===== src/rtl/opentrig_pkg.sv =====
// opentrig_pkg -- shared definitions for the trigger readout path.
//   Frame constants, 128-bit frame field positions, default widths,
//   scheduler state encoding and the frame builder used by readout_sched.
package opentrig_pkg;

  localparam int DEF_DEPTH  = 8;
  localparam int DEF_ID_W   = 16;
  localparam int DEF_CYC_W  = 48;
  localparam int DEF_DATA_W = 24;

  localparam logic [7:0] FRAME_SOF = 8'h7E;
  localparam logic [7:0] FRAME_EOF = 8'h7D;

  // LSB positions of each field inside the 128-bit frame
  localparam int FR_SOF_LSB  = 120;
  localparam int FR_ID_LSB   = 104;
  localparam int FR_RSV_LSB  = 88;   // 16 reserved bits, always zero
  localparam int FR_CYC_LSB  = 40;
  localparam int FR_PAD_LSB  = 32;
  localparam int FR_DATA_LSB = 8;
  localparam int FR_EOF_LSB  = 0;

  localparam logic [127:0] IDLE_FRAME = {FRAME_SOF, 112'h0, FRAME_EOF};

  typedef enum logic [1:0] {
    ST_IDLE    = 2'd0,
    ST_PRESENT = 2'd1,
    ST_READING = 2'd2,
    ST_POP     = 2'd3
  } rs_state_e;

  function automatic logic [127:0] build_frame(input logic [15:0] id,
                                               input logic [47:0] cyc,
                                               input logic [7:0]  pad,
                                               input logic [23:0] data);
    logic [127:0] f;
    f = '0;
    f[FR_SOF_LSB  +: 8]  = FRAME_SOF;
    f[FR_ID_LSB   +: 16] = id;
    f[FR_CYC_LSB  +: 48] = cyc;
    f[FR_PAD_LSB  +: 8]  = pad;
    f[FR_DATA_LSB +: 24] = data;
    f[FR_EOF_LSB  +: 8]  = FRAME_EOF;
    return f;
  endfunction

endpackage


===== src/rtl/event_fifo.sv =====
// event_fifo -- synchronous single-clock FIFO holding captured events.
//   clk/reset      : clock, synchronous active-high reset (pointers only)
//   push/din       : write request and data (accepted when not full, or
//                    when full with a simultaneous pop)
//   pop/dout       : read request; dout is the current head (show-ahead)
//   full/empty     : status, pointers carry one extra wrap bit
//   count          : number of stored entries
module event_fifo
  import opentrig_pkg::*;
#(
  parameter int DEPTH = DEF_DEPTH,
  parameter int W     = DEF_ID_W + DEF_CYC_W + DEF_DATA_W
) (
  input  logic                     clk,
  input  logic                     reset,
  input  logic                     push,
  input  logic [W-1:0]             din,
  input  logic                     pop,
  output logic [W-1:0]             dout,
  output logic                     full,
  output logic                     empty,
  output logic [$clog2(DEPTH):0]   count
);
  localparam int AW = $clog2(DEPTH);

  logic [W-1:0] mem_q [DEPTH];
  logic [AW:0]  wr_q, rd_q, cnt_q;
  logic         do_push, do_pop;

  assign empty   = (wr_q == rd_q);
  assign full    = (wr_q[AW] != rd_q[AW]) && (wr_q[AW-1:0] == rd_q[AW-1:0]);
  assign do_pop  = pop && !empty;
  assign do_push = push && (!full || do_pop);
  assign dout    = mem_q[rd_q[AW-1:0]];
  assign count   = cnt_q;

  always_ff @(posedge clk) begin
    if (reset) begin
      wr_q  <= '0;
      rd_q  <= '0;
      cnt_q <= '0;
    end else begin
      if (do_push) wr_q <= wr_q + 1'b1;
      if (do_pop)  rd_q <= rd_q + 1'b1;
      cnt_q <= cnt_q + (AW+1)'(do_push) - (AW+1)'(do_pop);
    end
  end

  always_ff @(posedge clk) begin
    if (do_push) mem_q[wr_q[AW-1:0]] <= din;
  end

endmodule


===== src/rtl/readout_sched.sv =====
// readout_sched -- buffers trigger events and presents them one frame at a
// time to an SPI shifter, with an active-low interrupt to the MCU.
//   sampling_clk/reset : clock, synchronous active-high reset
//   evt_*              : captured event (strobe + ID, timestamp, data)
//   rd_active/rd_done  : chip-select level and "128 bits shifted" pulse
//   frame              : 128-bit frame for the shifter (registered)
//   interrupt          : active-low service request
//   fill / ovf_count   : buffered frame count / saturating drop count
// Build option: READOUT_OVF_PAD_EN places ovf_count (sampled when the
// frame is loaded) into the pad byte; otherwise the pad byte is zero.
module readout_sched
  import opentrig_pkg::*;
#(
  parameter int DEPTH  = DEF_DEPTH,
  parameter int ID_W   = DEF_ID_W,
  parameter int CYC_W  = DEF_CYC_W,
  parameter int DATA_W = DEF_DATA_W
) (
  input  logic                    sampling_clk,
  input  logic                    reset,
  input  logic                    evt_strobe,
  input  logic [ID_W-1:0]         evt_id,
  input  logic [CYC_W-1:0]        evt_cycle,
  input  logic [DATA_W-1:0]       evt_data,
  input  logic                    rd_active,
  input  logic                    rd_done,
  output logic [127:0]            frame,
  output logic                    interrupt,
  output logic [$clog2(DEPTH):0]  fill,
  output logic [7:0]              ovf_count
);
  localparam int EW = ID_W + CYC_W + DATA_W;

  rs_state_e     state_q;
  logic [127:0]  frame_q;
  logic          int_q;
  logic          done_q;
  logic [7:0]    ovf_q;

  logic [EW-1:0] head;
  logic          fifo_full, fifo_empty, pop;
  logic [7:0]    pad;
  logic [127:0]  head_frame;

  assign pop = (state_q == ST_POP);

  event_fifo #(.DEPTH(DEPTH), .W(EW)) u_fifo (
    .clk   (sampling_clk),
    .reset (reset),
    .push  (evt_strobe),
    .din   ({evt_id, evt_cycle, evt_data}),
    .pop   (pop),
    .dout  (head),
    .full  (fifo_full),
    .empty (fifo_empty),
    .count (fill)
  );

`ifdef READOUT_OVF_PAD_EN
  assign pad = ovf_q;
`else
  assign pad = 8'h00;
`endif

  assign head_frame = build_frame(16'(head[EW-1 -: ID_W]),
                                  48'(head[DATA_W +: CYC_W]),
                                  pad,
                                  24'(head[DATA_W-1:0]));

  always_ff @(posedge sampling_clk) begin
    if (reset) begin
      state_q <= ST_IDLE;
      frame_q <= IDLE_FRAME;
      int_q   <= 1'b1;
      done_q  <= 1'b0;
      ovf_q   <= '0;
    end else begin
      // A pop frees a slot in the same cycle, so only full-without-pop drops
      if (evt_strobe && fifo_full && !pop && ovf_q != 8'hFF)
        ovf_q <= ovf_q + 8'd1;

      case (state_q)
        ST_IDLE: begin
          // rd_active high here means the MCU is shifting the idle frame
          if (!fifo_empty && !rd_active) begin
            state_q <= ST_PRESENT;
            frame_q <= head_frame;
            int_q   <= 1'b0;
          end
        end
        ST_PRESENT: begin
          // int_q still high means we arrived from POP and the new head
          // has not been latched yet; load it before inviting a read.
          if (int_q) begin
            frame_q <= head_frame;
            int_q   <= 1'b0;
          end else if (rd_active) begin
            state_q <= ST_READING;
            int_q   <= 1'b1;
            done_q  <= 1'b0;
          end
        end
        ST_READING: begin
          if (rd_done) done_q <= 1'b1;
          if (!rd_active) begin
            if (done_q || rd_done) begin
              state_q <= ST_POP;
            end else begin
              // aborted read: same head stays in frame_q
              state_q <= ST_PRESENT;
              int_q   <= 1'b0;
            end
          end
        end
        ST_POP: begin
          done_q <= 1'b0;
          // fill still counts the head being popped; a push this cycle is
          // always accepted because a slot is being freed
          if (fill > 1 || evt_strobe) begin
            state_q <= ST_PRESENT;
          end else begin
            state_q <= ST_IDLE;
            frame_q <= IDLE_FRAME;
          end
        end
        default: state_q <= ST_IDLE;
      endcase
    end
  end

  assign frame     = frame_q;
  assign interrupt = int_q;
  assign ovf_count = ovf_q;

endmodule


===== config.mk =====
export PLATFORM = sky130hd
export DESIGN_NAME = readout_sched
export DESIGN_NICKNAME = d
export VERILOG_FILES = /design/src/rtl/opentrig_pkg.sv /design/src/rtl/event_fifo.sv /design/src/rtl/readout_sched.sv
export SDC_FILE = /design/constraint.sdc
export NUM_CORES = 1
export LEC_CHECK = 0
export BUFFER_PORTS_ARGS = -buffer_cell sky130_fd_sc_hd__buf_2
export CAP_MARGIN = 0
export CORE_MARGIN = 2
export CORE_UTILIZATION = 62
export CTS_BUF_LIST = sky130_fd_sc_hd__clkbuf_4
export DETAILED_ROUTE_END_ITERATION = 16
export MAX_ROUTING_LAYER = met4
export PLACE_DENSITY = 0.82
export SLEW_MARGIN = 20
export SYNTH_ARGS = -nofsm -noshare
export SYNTH_HDL_FRONTEND = slang
export SYNTH_HIERARCHICAL = 1
export SYNTH_SLANG_ARGS = --single-unit

===== constraint.sdc =====
create_clock -name sampling_clk -period 12 [get_ports sampling_clk]
set_clock_uncertainty 0.1 [all_clocks]
set_input_delay 1.2 -clock sampling_clk [delete_from_list [all_inputs] [get_ports sampling_clk]]
set_output_delay 1.2 -clock sampling_clk [all_outputs]
set_load 0.005 [all_outputs]

======== Yosys cells after proc, flatten, opt, wreduce, memory -nomap -nowiden ========
Memory sizes are Yosys's and may differ from the RTL's. A register that Yosys moved wholly into a read port is not among the register bits.
Index checks and enable logic that the tools add are counted.
W data, S select, Z words.
storage, ports and cells
  register bits ........................... 152
  latch bits .............................. 0
  memory bits (writable) .................. 704
  ROM bits ................................ 0
  input bits .............................. 93
  output and inout bits ................... 141
  word-level logic and storage cells ...... 77
  memories ................................ 1
operators by class
  $add $sub $neg .......................... 5
  multipliers ............................. 0
  div/mod/pow operators ................... 0
  order comparisons ....................... 1
  eq/ne operators ......................... 15
  shift operators ......................... 0
  muxes and demuxes ....................... 25
  bitwise gates (word level) .............. 0
  reduce and logical (&&, ||, !) cells .... 22
memory list
  name          words  width  read ports  clocked after memory_dff  wr ports  RTL line          text
  u_fifo.mem_q  8      88     1           1                         1         event_fifo.sv:26  logic [W-1:0] mem_q [DEPTH];
operator list
  kind                   count
  $mux W128              3
  $pmux W128 S3          1
  $ne A2 B2 Y1 const B   8
  $reduce_and A4 Y1      4
  $mux W1                11
  $mux W2                5
  $reduce_bool A3 Y1     3
  $add A4 B1 Y4 const B  2
  $add A8 B1 Y8 const B  1
  $ne A8 B8 Y1 const B   1
  $pmux W2 S4            1
  $logic_and A1 B1 Y1    7
  $mux W3                2
  $pmux W1 S3            2
  $add A4 B1 Y4          1
  $eq A2 B2 Y1 const B   2
  $eq A4 B4 Y1           1
  $gt A4 B1 Y1 const B   1
  $logic_not A1 Y1       4
  $sub A4 B1 Y4          1
  $eq A3 B3 Y1           1
  $logic_or A1 B1 Y1     3
  $eq A2 B1 Y1 const B   1
  $logic_not A2 Y1       1
  $ne A1 B1 Y1           1

======== Depth between registers and ports, before layout ========
  depth in word-level cells ............... 7
  mapped depth ............................ 12
  gate-level depth less buffers ........... 11

======== Cells and area by module ========
The synthesis kept the hierarchy.
by module, submodules not included
  module         instances  cells each  area an instance (um^2)  seq. area each (um^2)
  event_fifo     1          1114        27249.9                  21440.6
  readout_sched  1          501         4685.7                   2001.9

======== Least setup slack after synthesis ========
OpenSTA, ideal clock, no wires.
  kind .................................... input port to flip-flop
  start ................................... input evt_strobe
  end ..................................... memory u_fifo/mem_q[0][0] (netlist name), enable pin
  library setup time ...................... 0.751 ns
  data arrival time ....................... 9.610 ns
  data required time ...................... 11.149 ns
  setup slack ............................. 1.539 ns
  stages .................................. 2
  path buffers ............................ 0
  cell sequence ........................... o21ai_1 -> nor4_1
on the way
  longest elaborated chain between the ends .. 3
ends and longest elaborated chain
  element                        RTL line             text
  from (decl)                    readout_sched.sv:21  input logic evt_strobe,
  $logic_and A1 B1 Y1            event_fifo.sv:33     assign do_push = push && (!full || do_pop);
  $mux W1                        event_fifo.sv:50     if (do_push) mem_q[wr_q[AW-1:0]] <= din;
  $mux W1 (implied by the code)  event_fifo.sv:50
  to (decl)                      event_fifo.sv:26
Every way passes these cells.

==> impl_metrics.py <==
metrics = {
    "sta": {
        "slew-limit-headroom": 0.2729,
        "setup_tns_ps": 0,
        "grt_setup_unrepaired": "false",
        "worst_pin_slew_ps": 1091,
        "max_freq_ghz": 0.2599,
        "hold_violations": 0,
        "fin_crit_sh": 0.3206,
        "finalSetupViolCount": 0,
        "maxSlewViolCount": 0,
        "fin_crit_ps": 3847,
    },
    "cts": {
        "cts-hold-fix-buffers": 0,
        "cts_post_setup_buffers_inserted": 0,
        "clkSlewWorstSetupHoldPaths_ps": 70,
        "ctsResizeCount": 0,
        "cts_buffers": 196,
        "root_buffer": "clkbuf_4",
        "clk_latency_ps": 980,
        "cts.path.max_buffers": 3,
        "cts_tree": "built",
        "cts.sinks": 819,
        "h-tree-depth": 4,
    },
    "die": {
        "fp.dieH_um": 231.0,
        "die-area_sq_um": 53340,
        "row_count": 83,
        "start_util": 0.6250,
        "core_sq_um": 51090,
        "die_w_um": 231.0,
        "pin_count": 234,
    },
    "worst_setup_path": {
        "cp.arrival_ps": 4560,
        "path_max_fanout": 50,
        "cp_num_buf_inv": 2,
        "critPathTopFamily": "buffers and inverters",
        "cp-start-kind": "register",
        "cp-end-kind": "register",
        "worstSetupPathType": "reg2reg",
        "cp.required_ps": 12720,
        "path_cells": "buf_4 -> buf_4 -> mux4_2 -> mux2_2 -> nand2_1 -> mux2i_1",
        "cp_slowest_stage_delay_ps": 870,
        "cp_slowest_cell": "buf_4",
        "crit_top_cell": "buf_4",
    },
    "hold_path": {
        "hold_class": "reg2reg",
    },
    "synthesis": {
        "yosysWarnings": 6,
        "synth_edf_count": 704,
        "ys_types": 51,
        "synthArstFlopShare": 0,
        "ys_seq_elements": 819,
        "yosys_most_used_dff": "edfxtp_1",
        "syn_avg_cell_area_sq_um": 19.77,
        "ys_seq_area_frac": 0.7341,
        "syn-cell-area_sq_um": 31940,
        "syn_inst": 1615,
    },
    "run": {
        "drv_cap": 0,
    },
    "power": {
        "p_per_area_nw_per_um2": 165.4,
        "power_w": 0.005972,
        "leakagePower_nw": 12.30,
        "irDropWorstVdd_mv": 0.09733,
    },
    "placement": {
        "dp_cells": 2424,
        "post-dp-hpwl_um": 34670,
        "gp_routability_congestion": 0.8012,
        "placed_cell_area_sq_um": 33300,
        "portBuffers": 193,
    },
    "cells_and_area": {
        "stdcell_count": 2806,
        "final_nets": 2044,
        "drive_gt1_frac": 0.3916,
        "final-seq-area_sq_um": 23450,
        "fin_util": 0.7067,
        "fillers": 3045,
        "area_growth_pct": 13.06,
        "multiInputGateArea_sq_um": 7785,
        "final_area_sq_um": 36110,
    },
    "detailed_routing": {
        "wl_per_cell_um": 23.38,
        "routed_wirelength_um": 65610,
        "drtPass1Iterations": 5,
        "vias": 16369,
        "drt.antenna.violating_nets": 0,
        "first_iter_violations": 1194,
        "drcViolationCount": 0,
        "vias_per_cell": 5.834,
    },
    "global_route": {
        "grt_usage": 0.2586,
        "antenna_found_initial": 15,
        "grt_overflow": 0,
        "grt_max_degree": 85,
        "grt_pass1_wl_um": 98720,
        "grt_pass1_vias": 17020,
    },
    "outcome": {
        "status": "completed",
    },
}
==> cells in the mapped netlist (all sizes together), types with 11 or more instances <==
master | count | area (sq um)
edfxtp | 704 | 21140
mux4 | 176 | 3964
dfxtp | 115 | 2302
buf | 103 | 775.7
nand2 | 94 | 355.3
nand2b | 93 | 581.8
mux2 | 91 | 1025
mux2i | 91 | 910.9
clkbuf | 25 | 93.84
nor2 | 20 | 82.58
a21oi | 16 | 80.08
inv | 12 | 45.05
o21ai | 11 | 55.05
==> cells in the final DEF, fill, tap and decap left out, drive strengths merged, types with 2 or more instances in the layout <==
cell type,instances
or4,2
a21oi,16
edfxtp,704
mux4,176
nand4,4
nor2,20
inv,14
buf,221
nor2b,4
clkbuf,303
o21ai,11
ha,6
clkinvlp,2
o31ai,2
nand3,6
bufinv,7
mux2i,91
xnor2,5
dfxtp,115
diode,14
nand2b,93
conb,40
nor3,5
mux2,91
xor2,5
clkinv,52
or3,6
o32a,2
o311ai,2
nand2,94
==> tightest hold or removal path, cell delays in order, from the launching register on <==
cell and delay (ps):
dfxtp_1 300, nand2b_1 60, mux2i_1 60
==> metrics by stage <==
stage / setup slack (ps) / hold slack (ps)
after floorplan: 1539 / 365.0
after global placement: 8059 / 354.4
after detailed placement: 7992 / 357.7
after CTS: 7977 / 249.8
after global routing: 7766 / 265.7
final: 8153 / 370.6
==> area by class of cell <==
class,count,share of cell area
well taps,680,0.02356
inverters,12,0.001247
flip-flops and latches,819,0.6496
multi-input cells,694,0.2156
clock inverters,63,0.01230
diodes,14,0.0009703
clock buffers,303,0.06300
repair buffers,221,0.03375
==> registers in the layout (all words and copies together) (netlist names), named ones only <==
name          count
u_fifo/wr_q       4
done_q            1
frame            88
u_fifo/count      4
ovf_count         8
state_q           2
u_fifo/mem_q    704
interrupt         1
u_fifo/rd_q       4
==> routing by layer <==
layer  wire (um)  track usage  vias to the layer above
met2       33520       0.4080                      724
met5           0            -                        -
met1       25500       0.3277                     8445
met4        1042      0.08669                        0
met3        5549      0.07250                       77
li1            -            -                     7123
==> logic make-up (layout without fill, tap and decap cells) <==
group / Yosys count / count (layout) / share of synthesized area
XOR/XNOR: 10 / 10 / 0.002742
buffers and inverters: 140 / 599 / 0.02864
multiplexers: 358 / 358 / 0.1847
AO/OA/AOI/OAI: 39 / 39 / 0.007993
adder cells (fa/ha/maj): 7 / 7 / 0.002978
other: 2 / 54 / 0.0002352
flip-flops: 819 / 819 / 0.7341
AND/OR/NAND/NOR: 240 / 240 / 0.03863
==> path summary, 6_finish.rpt <==
check | from | endpoint | slack, ps | cells past startpoint
worst min-delay path | frame[74] | frame[74] | 370 | 2
worst max register to register | register | frame[66] | 8150 | 6
worst min register to register | frame[74] | frame[74] | 370 | 2
worst max-delay path | register | frame[66] | 8150 | 6
==> report_power, final <==
part           switching [W]  internal, W
Clock                0.00108      0.00130
Combinational       0.000201     0.000147
Sequential         0.0000480      0.00320
No activity file was read; power rests on OpenSTA's default activity.
